### config.mk
export PLATFORM = sky130hd
export DESIGN_NAME = clock_mode_ctrl_flat
export DESIGN_NICKNAME = d
export VERILOG_FILES = /design/src/rtl/clock_mode_ctrl_pkg.sv /design/src/rtl/clock_mode_ctrl_if.sv /design/src/rtl/clock_mode_ctrl_btn_debounce.sv /design/src/rtl/clock_mode_ctrl.sv /design/src/flat_wrapper.sv
export SDC_FILE = /design/constraint.sdc
export NUM_CORES = 1
export LEC_CHECK = 0
export CAP_MARGIN = 40
export CELL_PAD_IN_SITES_DETAIL_PLACEMENT = 1
export CELL_PAD_IN_SITES_GLOBAL_PLACEMENT = 1
export CORE_UTILIZATION = 46
export DETAILED_ROUTE_END_ITERATION = 10
export HOLD_SLACK_MARGIN = 0.06
export PLACE_DENSITY = 0.83
export REMOVE_ABC_BUFFERS = 1
export SLEW_MARGIN = 5
export SYNTH_ARGS = -nofsm -noshare
export SYNTH_HDL_FRONTEND = slang
export SYNTH_SLANG_ARGS = --single-unit
### constraint.sdc
create_clock -name clk -period 5.6 [get_ports clk]
set_input_delay 0.56 -clock clk [delete_from_list [all_inputs] [get_ports clk]]
set_output_delay 0.56 -clock clk [all_outputs]
set_load 0.02 [all_outputs]
### src/rtl/clock_mode_ctrl_pkg.sv
// Shared types and constants for the clock-calendar mode/setup controller.
package clock_mode_ctrl_pkg;

  typedef enum logic [0:0] {
    StRun   = 1'b0,
    StSetup = 1'b1
  } state_e;

  localparam int unsigned FldSec   = 0;
  localparam int unsigned FldMin   = 1;
  localparam int unsigned FldHour  = 2;
  localparam int unsigned FldDay   = 3;
  localparam int unsigned FldMonth = 4;
  localparam int unsigned FldYear  = 5;

  localparam logic BtnPressed = 1'b0;

  function automatic int unsigned idx_width(input int unsigned n);
    return (n > 1) ? $clog2(n) : 1;
  endfunction

  function automatic int unsigned num_pages(input int unsigned nf, input int unsigned fpp);
    return (nf + fpp - 1) / fpp;
  endfunction

endpackage

### src/rtl/clock_mode_ctrl_if.sv
// Button/tick inputs and display-control outputs of the mode controller.
interface clock_mode_ctrl_if #(
  parameter int unsigned NUM_FIELDS = 6,
  parameter int unsigned NUM_PAGES  = 2
);
  import clock_mode_ctrl_pkg::*;

  localparam int unsigned FieldW = idx_width(NUM_FIELDS);
  localparam int unsigned PageW  = idx_width(NUM_PAGES);

  logic                  tick;
  logic                  btn_mode_n;
  logic                  btn_next_n;
  logic                  display;
  logic [NUM_FIELDS-1:0] setup_n;
  logic [FieldW-1:0]     field_idx;
  logic [PageW-1:0]      page_sel;
  logic [NUM_FIELDS-1:0] blank_mask;

  modport master (
    output tick, btn_mode_n, btn_next_n,
    input  display, setup_n, field_idx, page_sel, blank_mask
  );

  modport slave (
    input  tick, btn_mode_n, btn_next_n,
    output display, setup_n, field_idx, page_sel, blank_mask
  );

endinterface

### src/rtl/clock_mode_ctrl_btn_debounce.sv
// Two-flop synchroniser, stable-sample debouncer and one-clock press pulse.
module clock_mode_ctrl_btn_debounce
  import clock_mode_ctrl_pkg::*;
#(
  parameter int unsigned DEBOUNCE_CYC = 4
) (
  input  logic clk,
  input  logic rst,
  input  logic btn_n,
  output logic press
);

  localparam int unsigned CntW = $clog2(DEBOUNCE_CYC + 1);

  logic            sync1_q, sync2_q;
  logic            level_q, level_d;
  logic            press_q, press_d;
  logic [CntW-1:0] cnt_q, cnt_d;

  // A differing sample only counts while consecutive; any agreeing sample restarts.
  always_comb begin
    level_d = level_q;
    cnt_d   = '0;
    press_d = 1'b0;
    if (sync2_q != level_q) begin
      if (cnt_q == CntW'(DEBOUNCE_CYC - 1)) begin
        level_d = sync2_q;
        press_d = (sync2_q == BtnPressed);
      end else begin
        cnt_d = cnt_q + CntW'(1);
      end
    end
  end

  always_ff @(posedge clk or negedge rst) begin
    if (!rst) begin
      sync1_q <= ~BtnPressed;
      sync2_q <= ~BtnPressed;
      level_q <= ~BtnPressed;
      cnt_q   <= '0;
      press_q <= 1'b0;
    end else begin
      sync1_q <= btn_n;
      sync2_q <= sync1_q;
      level_q <= level_d;
      cnt_q   <= cnt_d;
      press_q <= press_d;
    end
  end

  assign press = press_q;

endmodule

### src/rtl/clock_mode_ctrl.sv
// RUN/SETUP controller for the clock-calendar display with blink and auto-exit timeout.
// Optional AUTO_ROTATE_EN: cycle display pages every ROTATE_TICKS ticks while in RUN.
module clock_mode_ctrl
  import clock_mode_ctrl_pkg::*;
#(
  parameter int unsigned NUM_FIELDS      = 6,
  parameter int unsigned FIELDS_PER_PAGE = 3,
  parameter int unsigned BLINK_TICKS     = 1,
  parameter int unsigned TIMEOUT_TICKS   = 30,
  parameter int unsigned DEBOUNCE_CYC    = 4,
  parameter int unsigned ROTATE_TICKS    = 5
) (
  input logic             clk,
  input logic             rst,
  clock_mode_ctrl_if.slave bus
);

  localparam int unsigned NumPages = num_pages(NUM_FIELDS, FIELDS_PER_PAGE);
  localparam int unsigned FieldW   = idx_width(NUM_FIELDS);
  localparam int unsigned PageW    = idx_width(NumPages);
  localparam int unsigned BlinkW   = $clog2(BLINK_TICKS + 1);
  localparam int unsigned TmoW     = $clog2(TIMEOUT_TICKS + 1);

  logic mode_press, next_press;

  clock_mode_ctrl_btn_debounce #(.DEBOUNCE_CYC(DEBOUNCE_CYC)) u_db_mode (
    .clk   (clk),
    .rst   (rst),
    .btn_n (bus.btn_mode_n),
    .press (mode_press)
  );

  clock_mode_ctrl_btn_debounce #(.DEBOUNCE_CYC(DEBOUNCE_CYC)) u_db_next (
    .clk   (clk),
    .rst   (rst),
    .btn_n (bus.btn_next_n),
    .press (next_press)
  );

  state_e                state_q, state_d;
  logic [FieldW-1:0]     field_q, field_d, field_inc;
  logic [PageW-1:0]      page_q, page_d, page_inc;
  logic                  blink_q, blink_d;
  logic [BlinkW-1:0]     blink_cnt_q, blink_cnt_d, blink_cnt_inc;
  logic [TmoW-1:0]       tmo_q, tmo_d, tmo_inc;
  logic                  display_q;
  logic [NUM_FIELDS-1:0] setup_n_q, setup_n_d, blank_q, blank_d, sel;
`ifdef AUTO_ROTATE_EN
  localparam int unsigned RotW = $clog2(ROTATE_TICKS + 1);
  logic [RotW-1:0]       rot_q, rot_d, rot_inc;
  assign rot_inc = rot_q + RotW'(1);
`endif

  assign field_inc     = (field_q == FieldW'(NUM_FIELDS - 1)) ? '0 : field_q + FieldW'(1);
  assign page_inc      = (page_q == PageW'(NumPages - 1)) ? '0 : page_q + PageW'(1);
  assign blink_cnt_inc = blink_cnt_q + BlinkW'(1);
  assign tmo_inc       = tmo_q + TmoW'(1);

  always_comb begin
    state_d     = state_q;
    field_d     = field_q;
    page_d      = page_q;
    blink_d     = blink_q;
    blink_cnt_d = blink_cnt_q;
    tmo_d       = tmo_q;
`ifdef AUTO_ROTATE_EN
    rot_d       = rot_q;
`endif
    unique case (state_q)
      StRun: begin
        if (mode_press) begin
          state_d     = StSetup;
          field_d     = FieldW'(int'(page_q) * int'(FIELDS_PER_PAGE));
          blink_d     = 1'b0;
          blink_cnt_d = '0;
          tmo_d       = '0;
        end else if (next_press) begin
          page_d = page_inc;
`ifdef AUTO_ROTATE_EN
          rot_d  = '0;
        end else if (bus.tick) begin
          if (rot_inc == RotW'(ROTATE_TICKS)) begin
            page_d = page_inc;
            rot_d  = '0;
          end else begin
            rot_d = rot_inc;
          end
`endif
        end
      end
      StSetup: begin
        // Presses take priority over a coincident tick, so they also beat timeout expiry.
        if (mode_press || next_press) begin
          blink_d     = 1'b0;
          blink_cnt_d = '0;
          tmo_d       = '0;
          if (mode_press) begin
            state_d = StRun;
          end else begin
            field_d = field_inc;
            page_d  = PageW'(int'(field_inc) / int'(FIELDS_PER_PAGE));
          end
        end else if (bus.tick) begin
          if (blink_cnt_inc == BlinkW'(BLINK_TICKS)) begin
            blink_d     = ~blink_q;
            blink_cnt_d = '0;
          end else begin
            blink_cnt_d = blink_cnt_inc;
          end
          if (tmo_inc == TmoW'(TIMEOUT_TICKS)) begin
            state_d     = StRun;
            tmo_d       = '0;
            blink_d     = 1'b0;
            blink_cnt_d = '0;
          end else begin
            tmo_d = tmo_inc;
          end
        end
`ifdef AUTO_ROTATE_EN
        if (state_d == StRun) rot_d = '0;
`endif
      end
      default: state_d = StRun;
    endcase
  end

  // Output registers are loaded from next-state so they track the FSM with no extra lag.
  always_comb begin
    sel       = {{(NUM_FIELDS - 1){1'b0}}, 1'b1} << field_d;
    setup_n_d = (state_d == StSetup) ? ~sel : '1;
    blank_d   = (state_d == StSetup && blink_d) ? sel : '0;
  end

  always_ff @(posedge clk or negedge rst) begin
    if (!rst) begin
      state_q     <= StRun;
      field_q     <= FieldW'(FldSec);
      page_q      <= '0;
      blink_q     <= 1'b0;
      blink_cnt_q <= '0;
      tmo_q       <= '0;
      display_q   <= 1'b0;
      setup_n_q   <= '1;
      blank_q     <= '0;
`ifdef AUTO_ROTATE_EN
      rot_q       <= '0;
`endif
    end else begin
      state_q     <= state_d;
      field_q     <= field_d;
      page_q      <= page_d;
      blink_q     <= blink_d;
      blink_cnt_q <= blink_cnt_d;
      tmo_q       <= tmo_d;
      display_q   <= (state_d == StSetup);
      setup_n_q   <= setup_n_d;
      blank_q     <= blank_d;
`ifdef AUTO_ROTATE_EN
      rot_q       <= rot_d;
`endif
    end
  end

  assign bus.display    = display_q;
  assign bus.setup_n    = setup_n_q;
  assign bus.field_idx  = field_q;
  assign bus.page_sel   = page_q;
  assign bus.blank_mask = blank_q;

endmodule
### src/flat_wrapper.sv
// flat-port wrapper written by rule: the top's interface ports become plain ports
module clock_mode_ctrl_flat import clock_mode_ctrl_pkg::*;
#(
  parameter int unsigned NUM_FIELDS      = 6,
  parameter int unsigned FIELDS_PER_PAGE = 3,
  parameter int unsigned BLINK_TICKS     = 1,
  parameter int unsigned TIMEOUT_TICKS   = 30,
  parameter int unsigned DEBOUNCE_CYC    = 4,
  parameter int unsigned ROTATE_TICKS    = 5
)
  (clk, rst, bus_tick, bus_btn_mode_n, bus_btn_next_n, bus_display, bus_setup_n, bus_field_idx, bus_page_sel, bus_blank_mask);
  clock_mode_ctrl_if #(.NUM_FIELDS(NUM_FIELDS)) bus_i ();
  input logic clk;
  input logic rst;
  input wire logic [$bits(bus_i.tick)-1:0] bus_tick;
  input wire logic [$bits(bus_i.btn_mode_n)-1:0] bus_btn_mode_n;
  input wire logic [$bits(bus_i.btn_next_n)-1:0] bus_btn_next_n;
  output wire logic [$bits(bus_i.display)-1:0] bus_display;
  output wire logic [$bits(bus_i.setup_n)-1:0] bus_setup_n;
  output wire logic [$bits(bus_i.field_idx)-1:0] bus_field_idx;
  output wire logic [$bits(bus_i.page_sel)-1:0] bus_page_sel;
  output wire logic [$bits(bus_i.blank_mask)-1:0] bus_blank_mask;
  assign bus_i.tick = bus_tick;
  assign bus_i.btn_mode_n = bus_btn_mode_n;
  assign bus_i.btn_next_n = bus_btn_next_n;
  assign bus_display = bus_i.display;
  assign bus_setup_n = bus_i.setup_n;
  assign bus_field_idx = bus_i.field_idx;
  assign bus_page_sel = bus_i.page_sel;
  assign bus_blank_mask = bus_i.blank_mask;
  clock_mode_ctrl #(.NUM_FIELDS(NUM_FIELDS), .FIELDS_PER_PAGE(FIELDS_PER_PAGE), .BLINK_TICKS(BLINK_TICKS), .TIMEOUT_TICKS(TIMEOUT_TICKS), .DEBOUNCE_CYC(DEBOUNCE_CYC), .ROTATE_TICKS(ROTATE_TICKS)) u_core (.clk(clk), .rst(rst), .bus(bus_i));
endmodule
==> out/results.tsv <==
metric	value	unit
min_path_type	reg -> reg	
slowest_delay	0.53	ns
numPortBuffers	21	
synthCells	131	
hold_viol	0	
multiInputGateArea	614	um^2
rrSetupSlack	3.38	ns
ys_seq_elements	37	
p_leak	0.000836	uW
area_delta_synth_final	19.5	%
fmax	450	MHz
crit_slowest_cell	a211oi_1	
clock_sinks	37	
viasPerCell	5.38	
min_period	2.22	ns
ctsHoldBuffers	0	
max-slew-margin-rel	63.6	%
root_buffer	clkbuf_4	
worstMarginPinSlew	0.543	ns
timing.critical_path.cells	ha_1, and2b_2, o211ai_1, a211oi_1, nor2_1, and4b_1	
r2r_start	u_core.tmo_q[0]$_DFFE_PN0P_	
clockBufferDepth	2	
fillers	363	
initial_core_util	48.1	%
crit_family	simple AND/OR/NAND/NOR gates	
drtIter0Drc	39	
cts.repair.resized	0	
clkTransAtPathRegs	0.12	ns
hp-start	u_core.u_db_mode.sync1_q$_DFF_PN1_	
dieArea	3730	um^2
crit_buf_inv	0	
cts_htree_levels	2	
rsz0062_at_grt	no	
synth_warnings	0	
ys_types	38	
drive_gt1_share	18.9	%
clock_skew	0.0177	ns
min_to	u_core.u_db_mode.sync2_q$_DFF_PN1_	
ioPinCount	22	
vias	1103	
worstPathArrival	2.47	ns
diodes	0	
clock_latency	0.35	ns
grt_pass1_vias	1169	
status	finished, final reports clean	
wirelength	3320	um
rows	21	
worst_ep_required_time	5.85	ns
numCtsBuffers	5	
antenna_found_initial	0	
postLayoutCellArea	1920	um^2
dieHeight	61.1	um
grt_first_pass_wirelength	5380	um
detailed_place_hpwl	2440	um
grt.overflow.total	0	
fin_tns_setup	0	ns
syn-mean-instance-area	12.3	um^2
crit_type	reg -> reg	
r2r_end	u_core.bus.blank_mask[3]$_DFF_PN0_	
cap_violations	0	
path_max_fanout	7	
dr.pass1.iters	4	
r2r_cells	6	
finalSetupViolCount	0	
ys_seq_area_share	58.6	%
endpoint_kind	flop	
dpl_cell_area	1860	um^2
vdd_drop_max	0.181	mV
grt_usage	20.9	%
fin_crit_sh	39.7	%
post-cts-setup-buffer-count	0	
ant_nets	0	
start_kind	flop	
synth_area	1610	um^2
hold_depth	0	
cts_tree	done	
p_per_area	451	nW/um^2
layout.nets	167	
fin_util	57.5	%
drv_slew	0	
gp_congestion	0.822	
regArea	941	um^2
die_w	61.1	um
avgRoutedWirePerCell	16.2	um
drc	0	
grt_max_degree	38	
core_area	3340	um^2
[registers in the layout, summed over array words and instances, names as in the netlist, 3 cells and up]
signal	cells
u_core.bus.blank_mask	6
u_core.bus.field_idx	3
u_core.bus.setup_n	6
u_core.tmo_q	5
u_core.u_db_mode.cnt_q	3
u_core.u_db_next.cnt_q	3
[kinds of logic (layout without fill, tap and decap cells)]
| group | after synthesis | count (layout) | share of synthesized area [%] |
|---|---|---|---|
| AOI/OAI and AO/OA | 20 | 20 | 10.5 |
| xor gates and xnor gates | 6 | 6 | 3.27 |
| and+or+nand+nor | 50 | 50 | 19.3 |
| adders and majority gates | 4 | 4 | 3.12 |
| buffers and inverters | 11 | 39 | 3.12 |
| muxes | 3 | 3 | 2.10 |
| DFF | 37 | 37 | 58.6 |
[cells in the mapped netlist]
master / number / share of area [%]
a211oi_1: 2 / 0.94
a21boi_0: 1 / 0.47
a221oi_2: 2 / 1.9
a32o_1: 1 / 0.62
a32oi_1: 1 / 0.55
and2b_2: 1 / 0.55
and3b_1: 3 / 1.6
and3b_2: 2 / 1.2
and4b_1: 3 / 1.9
buf_2: 1 / 0.31
buf_6: 1 / 0.70
dfrtp_1: 25 / 39
dfstp_2: 12 / 20
ha_1: 4 / 3.1
inv_1: 9 / 2.1
mux2_2: 3 / 2.1
nand2_1: 10 / 2.3
nand2b_1: 1 / 0.39
nand3_1: 5 / 1.6
nand4_1: 1 / 0.39
nand4b_1: 2 / 1.1
nor2_1: 7 / 1.6
nor2b_1: 5 / 1.9
nor3_1: 4 / 1.2
nor3b_1: 4 / 1.9
nor4_2: 1 / 0.78
o2111a_1: 1 / 0.70
o211ai_1: 1 / 0.47
o21a_1: 1 / 0.47
o21a_4: 1 / 0.94
o21ai_0: 5 / 1.6
o21bai_1: 1 / 0.47
o22ai_1: 1 / 0.39
o2bb2ai_1: 1 / 0.55
o41ai_1: 1 / 0.55
or3_4: 1 / 0.70
xnor2_1: 4 / 2.2
xor2_1: 2 / 1.1
[layer usage]
metal,global-route usage (%),vias up,share of wire [%]
met3,6.09,11,4.2
met5,0,-,0
met1,23.7,538,44
met4,10.7,0,3.2
li1,-,521,-
met2,36.0,33,49
[worst reg2reg max path, delay by kind of cell (launching register included)]
family / cells / cell delay [ns]
adders and majority gates: 1 / 0.31
and+or+nand+nor: 3 / 0.70
DFF: 1 / 0.47
AOI/OAI and AO/OA: 2 / 0.65
[layout by cell type, fill, tap and decap left out, drive strengths merged, types with 2 or more instances in the layout]
cell type      instances
o21ai                  5
ha                     4
dfstp                 12
a221oi                 2
nand3                  5
nor3b                  4
nor2                   7
nor3                   4
and4b                  3
clkdlybuf4s50         21
xnor2                  4
nor2b                  5
dfrtp                 25
inv                    9
mux2                   3
clkbuf                 7
o21a                   2
nand2                 10
nand4b                 2
xor2                   2
and3b                  5
a211oi                 2
[stage by stage]
step	setup slack, ns	cells	hold WS, ns	total power, uW
floorplan	3.74	129	0.264	606
global placement	3.40	197	0.348	711
detailed placement	3.32	197	0.348	735
CTS	3.38	205	0.364	874
global route	3.28	205	0.371	923
finish	3.38	205	0.362	866
[power breakdown]
group          internal (uW)  switching, uW
Combinational            143            172
Clock                   50.4           86.2
Sequential               344           69.5
[area by class of cell]
cell class	count	area share, %
flip-flops and latches	37	49.1
well taps	46	3.00
multi-input cells	83	32.0
clock inverters	1	0.457
repair buffers	22	11.4
inverters	9	1.76
clock buffers	7	2.35
[worst max path at each step]
stage,depth (start not counted),slack [ns],endpoint,start
after floorplan,6,3.74,u_core.bus.blank_mask[2]$_DFF_PN0_,u_core.tmo_q[0]$_DFFE_PN0P_
after global placement,5,3.40,u_core.bus.blank_mask[3]$_DFF_PN0_,bus_tick
after detailed placement,5,3.32,u_core.bus.blank_mask[4]$_DFF_PN0_,bus_tick
after CTS,1,3.38,bus_display,u_core.state_q$_DFF_PN0_
after global routing,6,3.28,u_core.bus.blank_mask[2]$_DFF_PN0_,u_core.tmo_q[0]$_DFFE_PN0P_
final,6,3.38,u_core.bus.blank_mask[3]$_DFF_PN0_,u_core.tmo_q[0]$_DFFE_PN0P_
No activity file was read; power rests on OpenSTA's default activity.
